[src/rtl/fila_pkg.sv]
// Shared types and defaults for the fila byte FIFO that sits behind the deserializer.
// Imported by the interface, the storage array and the FIFO top.
package fila_pkg;

    localparam int DEFAULT_DEPTH = 8;
    localparam int DEFAULT_WIDTH = 8;

    typedef enum logic [1:0] {
        IDLE,
        ACK,
        WAIT_LOW
    } fila_state_t;

endpackage

[src/rtl/fila_if.sv]
// Deserializer/consumer side of the fila FIFO; the FIFO itself uses the slave modport.
// master drives the word, its data_ready level and the consumer pop.
interface fila_if #(
    parameter int DEPTH = fila_pkg::DEFAULT_DEPTH,
    parameter int WIDTH = fila_pkg::DEFAULT_WIDTH
);
    localparam int LEN_W = $clog2(DEPTH + 1);

    logic [WIDTH-1:0] data_in;
    logic             enqueue_in;
    logic             ack_out;
    logic             dequeue_in;
    logic [WIDTH-1:0] data_out;
    logic [LEN_W-1:0] len_out;

    modport master (
        output data_in,
        output enqueue_in,
        output dequeue_in,
        input  ack_out,
        input  data_out,
        input  len_out
    );

    modport slave (
        input  data_in,
        input  enqueue_in,
        input  dequeue_in,
        output ack_out,
        output data_out,
        output len_out
    );

endinterface

[src/rtl/fila_ram.sv]
// DEPTH x WIDTH register array: one synchronous write port, one asynchronous read port.
// The FIFO reads at head, so a pop in the same cycle as a write sees the old contents.
module fila_ram
    import fila_pkg::*;
#(
    parameter int DEPTH = DEFAULT_DEPTH,
    parameter int WIDTH = DEFAULT_WIDTH,
    localparam int PW   = $clog2(DEPTH)
) (
    input  logic             clock_10KHz,
    input  logic             wr_en,
    input  logic [PW-1:0]    wr_addr,
    input  logic [WIDTH-1:0] wr_data,
    input  logic [PW-1:0]    rd_addr,
    output logic [WIDTH-1:0] rd_data
);

    logic [WIDTH-1:0] mem [DEPTH];

    // NOTE: storage has no reset; occupancy is tracked by len, so stale words are never
    // observable, and leaving it unreset keeps it a plain register file. Non-blocking
    // assignment here so the async read below sees the pre-edge value in the same cycle.
    always_ff @(posedge clock_10KHz) begin
        if (wr_en) begin
            mem[wr_addr] <= wr_data;
        end
    end

    assign rd_data = mem[rd_addr];

endmodule

[src/rtl/fila_fifo.sv]
// Byte FIFO capturing deserializer words with a level/ack handshake, popped by a consumer.
// Define FILA_OVERWRITE_EN to drop the oldest word instead of stalling when full.
module fila_fifo
    import fila_pkg::*;
#(
    parameter int DEPTH = DEFAULT_DEPTH,
    parameter int WIDTH = DEFAULT_WIDTH
) (
    input  logic clock_10KHz,
    input  logic reset,
    fila_if.slave bus
);

    localparam int PW    = $clog2(DEPTH);
    localparam int LEN_W = $clog2(DEPTH + 1);
    localparam logic [LEN_W-1:0] FULL_LEN = LEN_W'(DEPTH);

    fila_state_t      state;
    logic [PW-1:0]    head;
    logic [PW-1:0]    tail;
    logic [LEN_W-1:0] len;
    logic             ack_q;
    logic [WIDTH-1:0] data_out_q;
    logic [WIDTH-1:0] rd_data;

    logic do_pop;
    logic do_push;
    logic drop;
    logic full;
    logic space;

    // NOTE: every signal written here gets a default first, so no path leaves it unassigned
    // and no latch is inferred.
    always_comb begin
        do_pop  = 1'b0;
        do_push = 1'b0;
        drop    = 1'b0;
        full    = (len == FULL_LEN);
        do_pop  = bus.dequeue_in && (len != '0);
        space   = !full || do_pop;
`ifdef FILA_OVERWRITE_EN
        drop    = (state == IDLE) && bus.enqueue_in && full && !bus.dequeue_in;
`endif
        do_push = (state == IDLE) && bus.enqueue_in && (space || drop);
    end

    always_ff @(posedge clock_10KHz) begin
        if (reset) begin
            state      <= IDLE;
            head       <= '0;
            tail       <= '0;
            len        <= '0;
            ack_q      <= 1'b0;
            data_out_q <= '0;
        end else begin
            if (do_pop) begin
                data_out_q <= rd_data;
            end
            // An overwrite retires the oldest slot without presenting it on data_out.
            if (do_pop || drop) begin
                head <= head + PW'(1);
            end
            if (do_push) begin
                tail <= tail + PW'(1);
            end

            case ({do_push && !drop, do_pop})
                2'b10:   len <= len + LEN_W'(1);
                2'b01:   len <= len - LEN_W'(1);
                default: len <= len;
            endcase

            case (state)
                IDLE: begin
                    if (do_push) begin
                        ack_q <= 1'b1;
                        state <= ACK;
                    end
                end
                ACK: begin
                    ack_q <= 1'b0;
                    state <= WAIT_LOW;
                end
                WAIT_LOW: begin
                    // Wait for data_ready to fall so a held level is not captured twice.
                    if (!bus.enqueue_in) begin
                        state <= IDLE;
                    end
                end
                default: begin
                    ack_q <= 1'b0;
                    state <= IDLE;
                end
            endcase
        end
    end

    fila_ram #(
        .DEPTH (DEPTH),
        .WIDTH (WIDTH)
    ) u_ram (
        .clock_10KHz (clock_10KHz),
        .wr_en       (do_push),
        .wr_addr     (tail),
        .wr_data     (bus.data_in),
        .rd_addr     (head),
        .rd_data     (rd_data)
    );

    assign bus.ack_out  = ack_q;
    assign bus.data_out = data_out_q;
    assign bus.len_out  = len;

endmodule

[src/flat_wrapper.sv]
// flat-port wrapper written by rule: the top's interface ports become plain ports
module fila_fifo_flat import fila_pkg::*;
#(
    parameter int DEPTH = DEFAULT_DEPTH,
    parameter int WIDTH = DEFAULT_WIDTH
)
  (clock_10KHz, reset, bus_data_in, bus_enqueue_in, bus_dequeue_in, bus_ack_out, bus_data_out, bus_len_out);
  fila_if #(.DEPTH(DEPTH), .WIDTH(WIDTH)) bus_i ();
  input  logic clock_10KHz;
  input  logic reset;
  input wire logic [$bits(bus_i.data_in)-1:0] bus_data_in;
  input wire logic [$bits(bus_i.enqueue_in)-1:0] bus_enqueue_in;
  input wire logic [$bits(bus_i.dequeue_in)-1:0] bus_dequeue_in;
  output wire logic [$bits(bus_i.ack_out)-1:0] bus_ack_out;
  output wire logic [$bits(bus_i.data_out)-1:0] bus_data_out;
  output wire logic [$bits(bus_i.len_out)-1:0] bus_len_out;
  assign bus_i.data_in = bus_data_in;
  assign bus_i.enqueue_in = bus_enqueue_in;
  assign bus_i.dequeue_in = bus_dequeue_in;
  assign bus_ack_out = bus_i.ack_out;
  assign bus_data_out = bus_i.data_out;
  assign bus_len_out = bus_i.len_out;
  fila_fifo #(.DEPTH(DEPTH), .WIDTH(WIDTH)) u_core (.clock_10KHz(clock_10KHz), .reset(reset), .bus(bus_i));
endmodule
[config.mk]
export PLATFORM = sky130hd
export DESIGN_NAME = fila_fifo_flat
export DESIGN_NICKNAME = d
export VERILOG_FILES = /design/src/rtl/fila_pkg.sv /design/src/rtl/fila_if.sv /design/src/rtl/fila_ram.sv /design/src/rtl/fila_fifo.sv /design/src/flat_wrapper.sv
export SDC_FILE = /design/constraint.sdc
export NUM_CORES = 1
export LEC_CHECK = 0
export ABC_AREA = 1
export ABC_CLOCK_PERIOD_IN_PS = 2400
export CORE_MARGIN = 8
export CORE_UTILIZATION = 45
export DETAILED_ROUTE_END_ITERATION = 10
export DONT_BUFFER_PORTS = 1
export MAX_ROUTING_LAYER = met4
export PLACE_DENSITY = 0.6
export SETUP_SLACK_MARGIN = 0.1
export SYNTH_ARGS = -nofsm -noshare
export SYNTH_HDL_FRONTEND = slang
export SYNTH_SLANG_ARGS = --single-unit
[constraint.sdc]
create_clock -name clock_10KHz -period 2.4 [get_ports clock_10KHz]
set_input_delay 0.36 -clock clock_10KHz [delete_from_list [all_inputs] [get_ports clock_10KHz]]
set_output_delay 0.36 -clock clock_10KHz [all_outputs]
set_load 0.02 [all_outputs]
==> results of run 1 <==
[worst paths after layout]
path / start / to / slack (ns) / cells after the start
setup / recovery: u_core.bus.len_out[2]$_SDFFE_PP0P_ / u_core.bus.len_out[2]$_SDFFE_PP0P_ / 0.50 / 13
setup reg to reg: u_core.bus.len_out[2]$_SDFFE_PP0P_ / u_core.bus.len_out[2]$_SDFFE_PP0P_ / 0.50 / 13
hold / removal: reset / u_core.tail[0]$_SDFFE_PP0P_ / 0.07 / 1
hold reg to reg: u_core.state[0]$_SDFFE_PP0P_ / u_core.bus.ack_out$_SDFFE_PP0P_ / 0.51 / 3
[worst register-to-register path: cells and delay by family, from the launching register on]
family                     cells  cell delay, ns
AOI/OAI and AO/OA              2            0.29
buffers and inverters          4            0.31
DFF                            1            0.41
and+or+nand+nor                4            0.33
xor gates and xnor gates       1            0.09
adders and majority gates      2            0.38
[synth_stat cells]
cell type / count / area [um2]
nand2_1: 107 / 402
edfxtp_1: 64 / 1920
inv_1: 63 / 236
nand3_1: 51 / 255
dfxtp_1: 21 / 420
nor2_1: 17 / 63.8
a21oi_1: 15 / 75.1
buf_6: 7 / 78.8
o21ai_0: 7 / 35.0
ha_1: 5 / 62.6
buf_2: 3 / 15.0
inv_2: 3 / 11.3
a21oi_2: 2 / 17.5
buf_4: 2 / 15.0
nand2_4: 2 / 22.5
nand3_2: 2 / 20.0
nor2_2: 2 / 12.5
nor3_1: 2 / 10.0
xnor2_1: 2 / 17.5
clkbuf_1: 1 / 3.75
clkinv_1: 1 / 3.75
inv_6: 1 / 8.76
nor3_2: 1 / 10.0
or2_4: 1 / 8.76
xor2_1: 1 / 8.76
[metrics by stage]
| step | setup WS [ns] | instance area (um2) |
|---|---|---|
| finish | 0.498 | 4100 |
| floorplan | 0.495 | 3740 |
| CTS | 0.483 | 4100 |
| global placement | 0.584 | 3870 |
| detailed placement | 0.489 | 3870 |
| global route | 0.314 | 4100 |
[registers in the layout, indices dropped and copies added, names as in the netlist]
| signal | count |
|---|---|
| u_core.u_ram.mem | 64 |
| u_core.bus.len_out | 4 |
| u_core.bus.data_out | 8 |
| u_core.tail | 3 |
| u_core.bus.ack_out | 1 |
| u_core.head | 3 |
| u_core.state | 2 |
[per-layer routing]
metal,GRT usage (%),vias to the layer above
li1,-,1255
met1,16.8,1111
met2,22.1,49
met3,3.36,12
met4,6.43,0
met5,-,-
[power by group through the flow]
stage | Sequential, mW | Clock, mW | Combinational [mW]
3_5_place_dp | 1.92 | 0 | 1.12
2_1_floorplan | 1.93 | 0 | 0.874
3_3_place_gp | 1.92 | 0 | 1.10
4_1_cts | 1.89 | 1.10 | 1.12
5_1_grt | 1.91 | 1.16 | 1.26
6_report | 1.89 | 1.06 | 1.11
[cell families (layout without fill, tap and decap cells)]
family	after synthesis	after routing
AND/OR/NAND/NOR	185	185
flip-flops	85	85
buffers and inverters	81	100
AO/OA/AOI/OAI	24	24
adder cells (fa/ha/maj)	5	5
XOR/XNOR	3	3
[layout make-up]
class                      count  area, um2
fill                         753       4030
sequential                    85       2340
multi-input combinational    217       1020
inverter                      68        260
clock buffer                  15        219
tap                          105        131
timing repair buffer          16        120
clock inverter                 1       6.26
==> results.toml, run 1 <==
[clock_network]
cts_buffers = 9
cts_resized = 0
post_cts_buffers = 0
tritoncts = "yes"
hold_buffers = 0
clk_latency_ns = 0.34
clkTransAtPathRegs_ns = 0.08
cts-root-buf = "clkbuf_8"
clock_sinks = 85
h-tree-depth = 3
clockBufferDepth = 2

[layout]
stdcell_count = 507
post-route-util_pct = 50.4
layout_common_cells = "nand2_1, edfxtp_1, inv_1, nand3_1, dfxtp_1"
fin_nets = 414
n_antenna_cell = 0
syn2layout_area_growth_pct = 9.75
drive_gt1_share_pct = 11.2
final_common_cell = "nand2_1"

[critical_path]
critPathMostFrequentCell = "inv_1"
cp_num_buf_inv = 4
worstPathRequired_ns = 2.65
slowest_delay_ns = 0.41
critical_path.max_fanout = 15
arrival_ns = 2.15
start_kind = "flip-flop"
cp_slowest_cell = "dfxtp_1"
worst_setup_path_end_kind = "flip-flop"
cp_cell_sequence = "inv_1, nand3_2, nand2_4, inv_2, ha_1, nand2_1, inv_1, nor2_1, ha_1, a21oi_1, xnor2_1, o21ai_0, inv_1"
criticalPathCategory = "flip-flop to flip-flop"
critPathTopFamily = "flip-flops"

[global_route]
grt_overflow = 0
antenna_found_initial = 0
grt_max_degree = 35
grt_first_pass_wirelength_um = 11900
grt_pass1_vias = 2333
track_usage_pct = 14.1

[power_and_ir_drop]
powerDensity_nw_per_um2 = 989
p_int_mw = 2.71
irDropWorstVdd_uv = 334
p_sw_share_pct = 33.3
switchingPower_mw = 1.35
power_frac_comb_pct = 27.3
clkPwrFrac_pct = 26.2
power.total_mw = 4.06
seq_power_share_pct = 46.5
p_leak_nw = 1.77

[run_status]
status = "completed"

[worst_hold_path]
min-delay-path-class = "primary input to flip-flop"

[synthesis]
seq_area_frac_synth_pct = 62.7
syn_area_per_cell_um2 = 9.75
yosys_register_bits = 85
synth_fa_ha_area_share_pct = 1.67
synth_cells = 383
ys.warnings.count = 0
synth_fp_nets = 400
synth_area_um2 = 3740
synth_top_family_by_area = "simple AND/OR/NAND/NOR gates"
yosysUniqueCellTypes = 25
synthMuxAreaShare_pct = 0
synth_simple_gate_area_share_pct = 21.5
synth-xor-area-share_pct = 0.703
synth_compound_area_share_pct = 3.42

[timing]
setup_viol = 0
fmax_mhz = 526
fin_crit_ns = 1.90
slew_headroom_pct = 63.5
worst_slew_pin_slew_ns = 0.547
worst_hold_slack_ns = 0.0697
rsz0062_at_grt = "no"
finClkSkew_ns = 0.00798
min_period_over_period_pct = 79.3
timing.setup.tns_ns = 0
hold_viol_final = 0
maxSlewViolCount = 0

[detailed_routing]
met1_length_um = 3350
wl_met3_um = 447
vias = 2427
vias_per_cell = 4.79
wl_per_cell_um = 14.7
drt_iter0_drc = 163
firstDrtPassIters = 4
totalWireLength_um = 7460
drcViolationCount = 0
final_antenna_net_count = 0
route.met2.wl_um = 3500
routed.top_layer = "met4"

[floorplan]
initial_core_util_pct = 45.9
die_y_um = 107
coreArea_um2 = 8130
die-area_um2 = 11500
dieWidth_um = 107
io_pins = 25
num_rows = 33

[run]
drv_cap = 0

[place]
dp_cells = 491
hpwl_um = 4790
place_congestion = 0.790
place.port_buffers = 0
Note: power is estimated with default switching activity, not from simulation.
==> run 2, diff against run 1 <==
ABC_CLOCK_PERIOD_IN_PS = 1720   (was 2400)
PLACE_DENSITY = 0.62   (was 0.6)
clock period = 1.72 ns   (was 2.4 ns; I/O delays follow)
==> results.toml, run 2 (synthesis results as in run 1) <==
[run_status]
status = "completed"

[timing]
rsz0062_at_grt = "yes"
min_period_over_period_pct = 96.3
fmax_mhz = 603
setup_viol = 0
slew_headroom_pct = 57.5
timing.setup.tns_ns = 0
worst_slew_pin_slew_ns = 0.636
maxSlewViolCount = 0
fin_crit_ns = 1.66
worst_hold_slack_ns = 0.0511
hold_viol_final = 0
finClkSkew_ns = 0.00894

[place]
dp_cells = 494
place_congestion = 0.803
hpwl_um = 4870
place.port_buffers = 0

[layout]
top_register = "u_core.u_ram.mem"
syn2layout_area_growth_pct = 16.8
seq_area_um2 = 2360
n_antenna_cell = 0
final_common_cell = "nand2_1"
largest_reg_flops = 64
layout_common_cells = "nand2_1, edfxtp_1, inv_1, nand3_1, dfxtp_1"
multi_input_area_um2 = 1120
drive_gt1_share_pct = 17.5
fillers = 688
stdcell_count = 522
fin_nets = 429

[floorplan]
num_rows = 33
die-area_um2 = 11500
coreArea_um2 = 8130
io_pins = 25
dieWidth_um = 107
initial_core_util_pct = 45.9
die_y_um = 107

[run]
drv_cap = 0

[power_and_ir_drop]
irDropWorstVdd_uv = 657
clkPwrFrac_pct = 22.3
power_frac_comb_pct = 31.9
powerDensity_nw_per_um2 = 1330
power.total_mw = 5.81
p_sw_share_pct = 36.7
p_leak_nw = 1.84
switchingPower_mw = 2.13
p_int_mw = 3.68
seq_power_share_pct = 45.8

[critical_path]
arrival_ns = 1.91
cp_num_buf_inv = 3
critPathTopFamily = "simple AND/OR/NAND/NOR gates"
cp_cell_sequence = "nor2_4, nand3_2, nand2_4, inv_6, ha_4, nand2_2, inv_2, nor2_4, ha_4, a21oi_2, xnor2_1, o21ai_1, inv_1"
critical_path.max_fanout = 4
cp_slowest_cell = "dfxtp_4"
criticalPathCategory = "flip-flop to flip-flop"
start_kind = "flip-flop"
worstPathRequired_ns = 1.98
slowest_delay_ns = 0.36
worst_setup_path_end_kind = "flip-flop"

[worst_hold_path]
min-delay-path-class = "primary input to flip-flop"

[detailed_routing]
vias_per_cell = 4.96
drt_iter0_drc = 97
totalWireLength_um = 7840
vias = 2588
wl_per_cell_um = 15.0
drcViolationCount = 0
final_antenna_net_count = 0
firstDrtPassIters = 4

[global_route]
antenna_found_initial = 0
grt_first_pass_wirelength_um = 12500
grt_overflow = 0
grt_max_degree = 35
grt_pass1_vias = 2479
track_usage_pct = 14.8

[clock_network]
clk_latency_ns = 0.35
cts-root-buf = "clkbuf_8"
cts_buffers = 9
tritoncts = "yes"
h-tree-depth = 3
clkTransAtPathRegs_ns = 0.09
clockBufferDepth = 2
clock_sinks = 85
[run 2: cell types whose count changed in the layout (fill, tap and decap cells not counted), moves of 4 or more]
cell / change
dfxtp_1: -4
dfxtp_4: +4
dlygate4sd3_1: +9
inv_1: -4
nor2_1: -7
nor2_4: +4
[run 2: cell type report]
cell class	count	area share, %
multi-input cells	217	25.7
clock inverters	7	1.32
flip-flops and latches	85	54.0
well taps	105	3.01
inverters	68	6.14
clock buffers	9	2.84
repair buffers	31	6.97
[run 2: repair_timing]
item | in CTS | in global routing
buffers inserted | 1 | 2
hold endpoints to repair | 76 | 0
gates cloned | 0 | 0
endpoints found under the setup margin | 34 | 52
pin swaps | 7 | 8
hold buffers | 9 | 0
gates resized for setup | 9 | 13
[run 2: worst reg2reg max path, stage by stage, from the launching register on]
cell	delay [ns]
dfxtp_4	0.36
nor2_4	0.13
nand3_2	0.09
nand2_4	0.09
inv_6	0.04
ha_4	0.17
nand2_2	0.06
inv_2	0.05
nor2_4	0.14
ha_4	0.14
a21oi_2	0.03
xnor2_1	0.12
o21ai_1	0.11
inv_1	0.05
[run 2: final timing paths]
| check | from | depth (start not counted) | slack [ns] | end |
|---|---|---|---|---|
| min | reset | 3 | 0.05 | u_core.bus.len_out[3]$_SDFFE_PP0P_ |
| max | u_core.bus.len_out[0]$_SDFFE_PP0P_ | 13 | 0.06 | u_core.bus.len_out[2]$_SDFFE_PP0P_ |
| max reg2reg | u_core.bus.len_out[0]$_SDFFE_PP0P_ | 13 | 0.06 | u_core.bus.len_out[2]$_SDFFE_PP0P_ |
| min reg2reg | u_core.state[1]$_SDFFE_PP0P_ | 3 | 0.53 | u_core.state[1]$_SDFFE_PP0P_ |
[run 2: per-stage QoR]
| step | setup WS [ns] | area, um2 | utilization [%] |
|---|---|---|---|
| floorplan | 0.0352 | 3800 | - |
| finish | 0.0628 | 4360 | 53.7 |
| CTS | 0.0695 | 4310 | 53.0 |
| global route | -0.0438 | 4360 | 53.7 |
| global placement | 0.0675 | 4000 | 49.2 |
| detailed placement | -0.00352 | 4000 | 49.2 |
[run 2: layer usage]
layer	global-route usage [%]	routed length, um	vias up
met1	16.6	3230	1205
met2	23.9	3850	75
met5	-	0	-
met3	4.74	567	14
met4	6.43	199	0
li1	-	-	1294
[run 2: power groups by stage]
stage | registers [mW] | logic (mW) | clock network (mW)
2_1_floorplan | 2.73 | 1.28 | 0
3_3_place_gp | 2.71 | 1.66 | 0
3_5_place_dp | 2.71 | 1.70 | 0
4_1_cts | 2.67 | 1.83 | 1.34
5_1_grt | 2.69 | 2.08 | 1.41
6_report | 2.66 | 1.85 | 1.29
==> run 3, diff against run 2 <==
ABC_AREA = not set   (was 1)
RECOVER_POWER = 50   (was not set)
==> results.toml, run 3 <==
[detailed_routing]
vias = 1920
drt_iter0_drc = 149
wl_per_cell_um = 19.9
totalWireLength_um = 7150
route.met2.wl_um = 3880
routed.top_layer = "met4"
vias_per_cell = 5.33
drcViolationCount = 0
firstDrtPassIters = 4
wl_met3_um = 421
final_antenna_net_count = 0
met1_length_um = 2770

[place]
place_congestion = 0.809
place_area_um2 = 3730
place_ws_ns = -0.707
hpwl_um = 4630
place.port_buffers = 0

[layout]
fin_nets = 273
fillers = 538
drive_gt1_share_pct = 40.6
final_common_cell = "edfxtp_1"
n_antenna_cell = 0
postLayoutCellArea_um2 = 4390
syn2layout_area_growth_pct = 32.5
top_register = "u_core.u_ram.mem"
largest_reg_flops = 64
layout_common_cells = "edfxtp_1, buf_4, buf_6, nor2_1, dfxtp_1"

[floorplan]
io_pins = 25
die_y_um = 102
initial_core_util_pct = 46.2
die-area_um2 = 10400
coreArea_um2 = 7180
dieWidth_um = 102
num_rows = 31

[synthesis]
yosys.area.top_type = "edfxtp_1"
synth-edff-count = 64
synth_compound_area_share_pct = 4.00
synth_fa_ha_area_share_pct = 1.89
synth_fp_nets = 214
seq_area_frac_synth_pct = 70.7
synth_simple_gate_area_share_pct = 7.81
synthMuxAreaShare_pct = 12.1
yosys-top-cells-area = "edfxtp_1, dfxtp_1, mux4_2"
synth_cells = 197
synth_area_um2 = 3310
ys.flop_type = "edfxtp_1"
yosysTopAreaCellShare_pct = 58.0
syn_area_per_cell_um2 = 16.8
yosysUniqueCellTypes = 33
async_reset_ff_share_pct = 0
synthTopCellsByCount = "edfxtp_1, dfxtp_1, nor2_1, mux4_2, nor3_1"
ys.warnings.count = 0
yosys.cell_count.top_type = "edfxtp_1"
yosys_register_bits = 85
synth_top_family_by_area = "multiplexers"
synth-xor-area-share_pct = 1.59

[clock_network]
h-tree-depth = 3
clock_sinks = 85
clockBufferDepth = 2
clk_latency_ns = 0.34
cts_buffers = 9
clkTransAtPathRegs_ns = 0.08
cts-root-buf = "clkbuf_8"
tritoncts = "yes"

[global_route]
grt_max_degree = 23
track_usage_pct = 14.9
grt_first_pass_wirelength_um = 11000
grt_pass1_vias = 2051
grt_overflow = 0
antenna_found_initial = 0

[power_and_ir_drop]
power.total_mw = 6.26
p_leak_nw = 1.50
powerDensity_nw_per_um2 = 1420
irDropWorstVdd_uv = 887

[critical_path]
rr_endpoint = "u_core.bus.len_out[2]$_SDFFE_PP0P_"
cp-startpoint = "u_core.bus.len_out[0]$_SDFFE_PP0P_"
worst_setup_path_end_kind = "flip-flop"
criticalPathCategory = "flip-flop to flip-flop"
worstPathRequired_ns = 1.98
crit_path_end = "u_core.bus.len_out[2]$_SDFFE_PP0P_"
r2r_cells = 9
worst-r2r-setup-slack_ns = -0.67
critical_path.max_fanout = 3
arrival_ns = 2.65
start_kind = "flip-flop"
r2r_start = "u_core.bus.len_out[0]$_SDFFE_PP0P_"

[timing]
slew_headroom_pct = 41.3
setup_viol = 82
fmax_mhz = 418
rsz0062_at_grt = "yes"
post-route-worst-setup-slack_ns = -0.670
fin_crit_ns = 2.39
min_period_over_period_pct = 139
worst_slew_pin_slew_ns = 0.877
hold_viol_final = 0
finClkSkew_ns = 0.0114
maxSlewViolCount = 0

[worst_hold_path]
hold_path_depth = 2
min-delay-path-class = "primary input to flip-flop"

[run_status]
status = "complete, but fails checks"
violations = "setup timing"

[run]
drv_cap = 0
==> run 3: changes by cell type after synthesis, sizes merged, moves of 4 or more <==
cell   previous run  this run
mux4              0        16
o21ai             7         3
nand3            53         0
nor3              3        10
inv              67         1
nand2           109         3
a21oi            17         6
buf              12         7
o22ai             0         8
xor2              1         5
nor2b             0         4
==> run 3: cells by family (layout without fill, tap and decap cells) <==
kind of cell / Yosys count / count (layout)
AND/OR/NAND/NOR: 49 / 49
AO/OA/AOI/OAI: 21 / 21
flip-flops: 85 / 85
XOR/XNOR: 6 / 6
multiplexers: 20 / 20
buffers and inverters: 11 / 75
adder cells (fa/ha/maj): 5 / 5
==> run 3: critical path: stages, from the launching register on <==
cell and delay, ns:
dfxtp_4 0.35, or4b_4 0.55, o21ai_4 0.23, ha_4 0.17, xor2_2 0.17, ha_4 0.15
a21oi_2 0.03, xor2_1 0.15, or3_1 0.34, a21oi_2 0.16
==> run 3: worst min path at each step <==
stage	endpoint	slack, ns	start
final	u_core.bus.len_out[3]$_SDFFE_PP0P_	0.17	reset
after global routing	u_core.bus.len_out[3]$_SDFFE_PP0P_	0.16	reset
after CTS	u_core.bus.len_out[0]$_SDFFE_PP0P_	-0.03	reset
after detailed placement	u_core.bus.len_out[0]$_SDFFE_PP0P_	0.33	reset
after global placement	u_core.bus.len_out[1]$_SDFFE_PP0P_	0.33	reset
after floorplan	u_core.u_ram.mem[0][0]$_DFFE_PP_	0.36	bus_data_in[0]
==> run 3: repair_timing <==
item | in CTS | in global routing
setup endpoints to repair | 81 | 84
pin swaps | 3 | 5
setup buffers | 5 | 4
hold endpoints to repair | 42 | 61
hold buffers | 5 | 9
gates resized for setup | 26 | 23
==> run 3: area by class of cell <==
type | instances | area, um2 | area share [%]
Sequential cell | 85 | 2350 | 53.5
Multi-Input combinational cell | 101 | 1120 | 25.4
Timing Repair Buffer | 58 | 583 | 13.3
Clock buffer | 10 | 128 | 2.91
Tap cell | 99 | 124 | 2.82
Clock inverter | 6 | 86.3 | 1.97
Inverter | 1 | 3.75 | 0.0854
==> run 3: per-layer routing <==
metal	up-vias	track usage, %
met4	0	3.95
met5	-	-
met1	976	16.5
li1	885	-
met2	49	25.7
met3	10	4.43
==> run 3: report_power, final <==
group | internal (mW) | total (mW) | switching, mW
Clock | 0.818 | 1.49 | 0.674
Sequential | 2.45 | 2.72 | 0.275
Combinational | 1.08 | 2.04 | 0.961
Total | 4.35 | 6.26 | 1.91
==> run 3: stage by stage <==
stage | TNS, ns | utilization [%] | std cells | hold WS (ns)
2_1_floorplan | -13.62 | - | 197 | 0.357
3_3_place_gp | -7.73 | 52.0 | 321 | 0.329
3_5_place_dp | -9.58 | 52.0 | 321 | 0.329
4_1_cts | -16.03 | 57.9 | 347 | -0.0337
5_1_grt | -27.00 | 61.2 | 360 | 0.161
6_report | -22.27 | 61.2 | 360 | 0.168
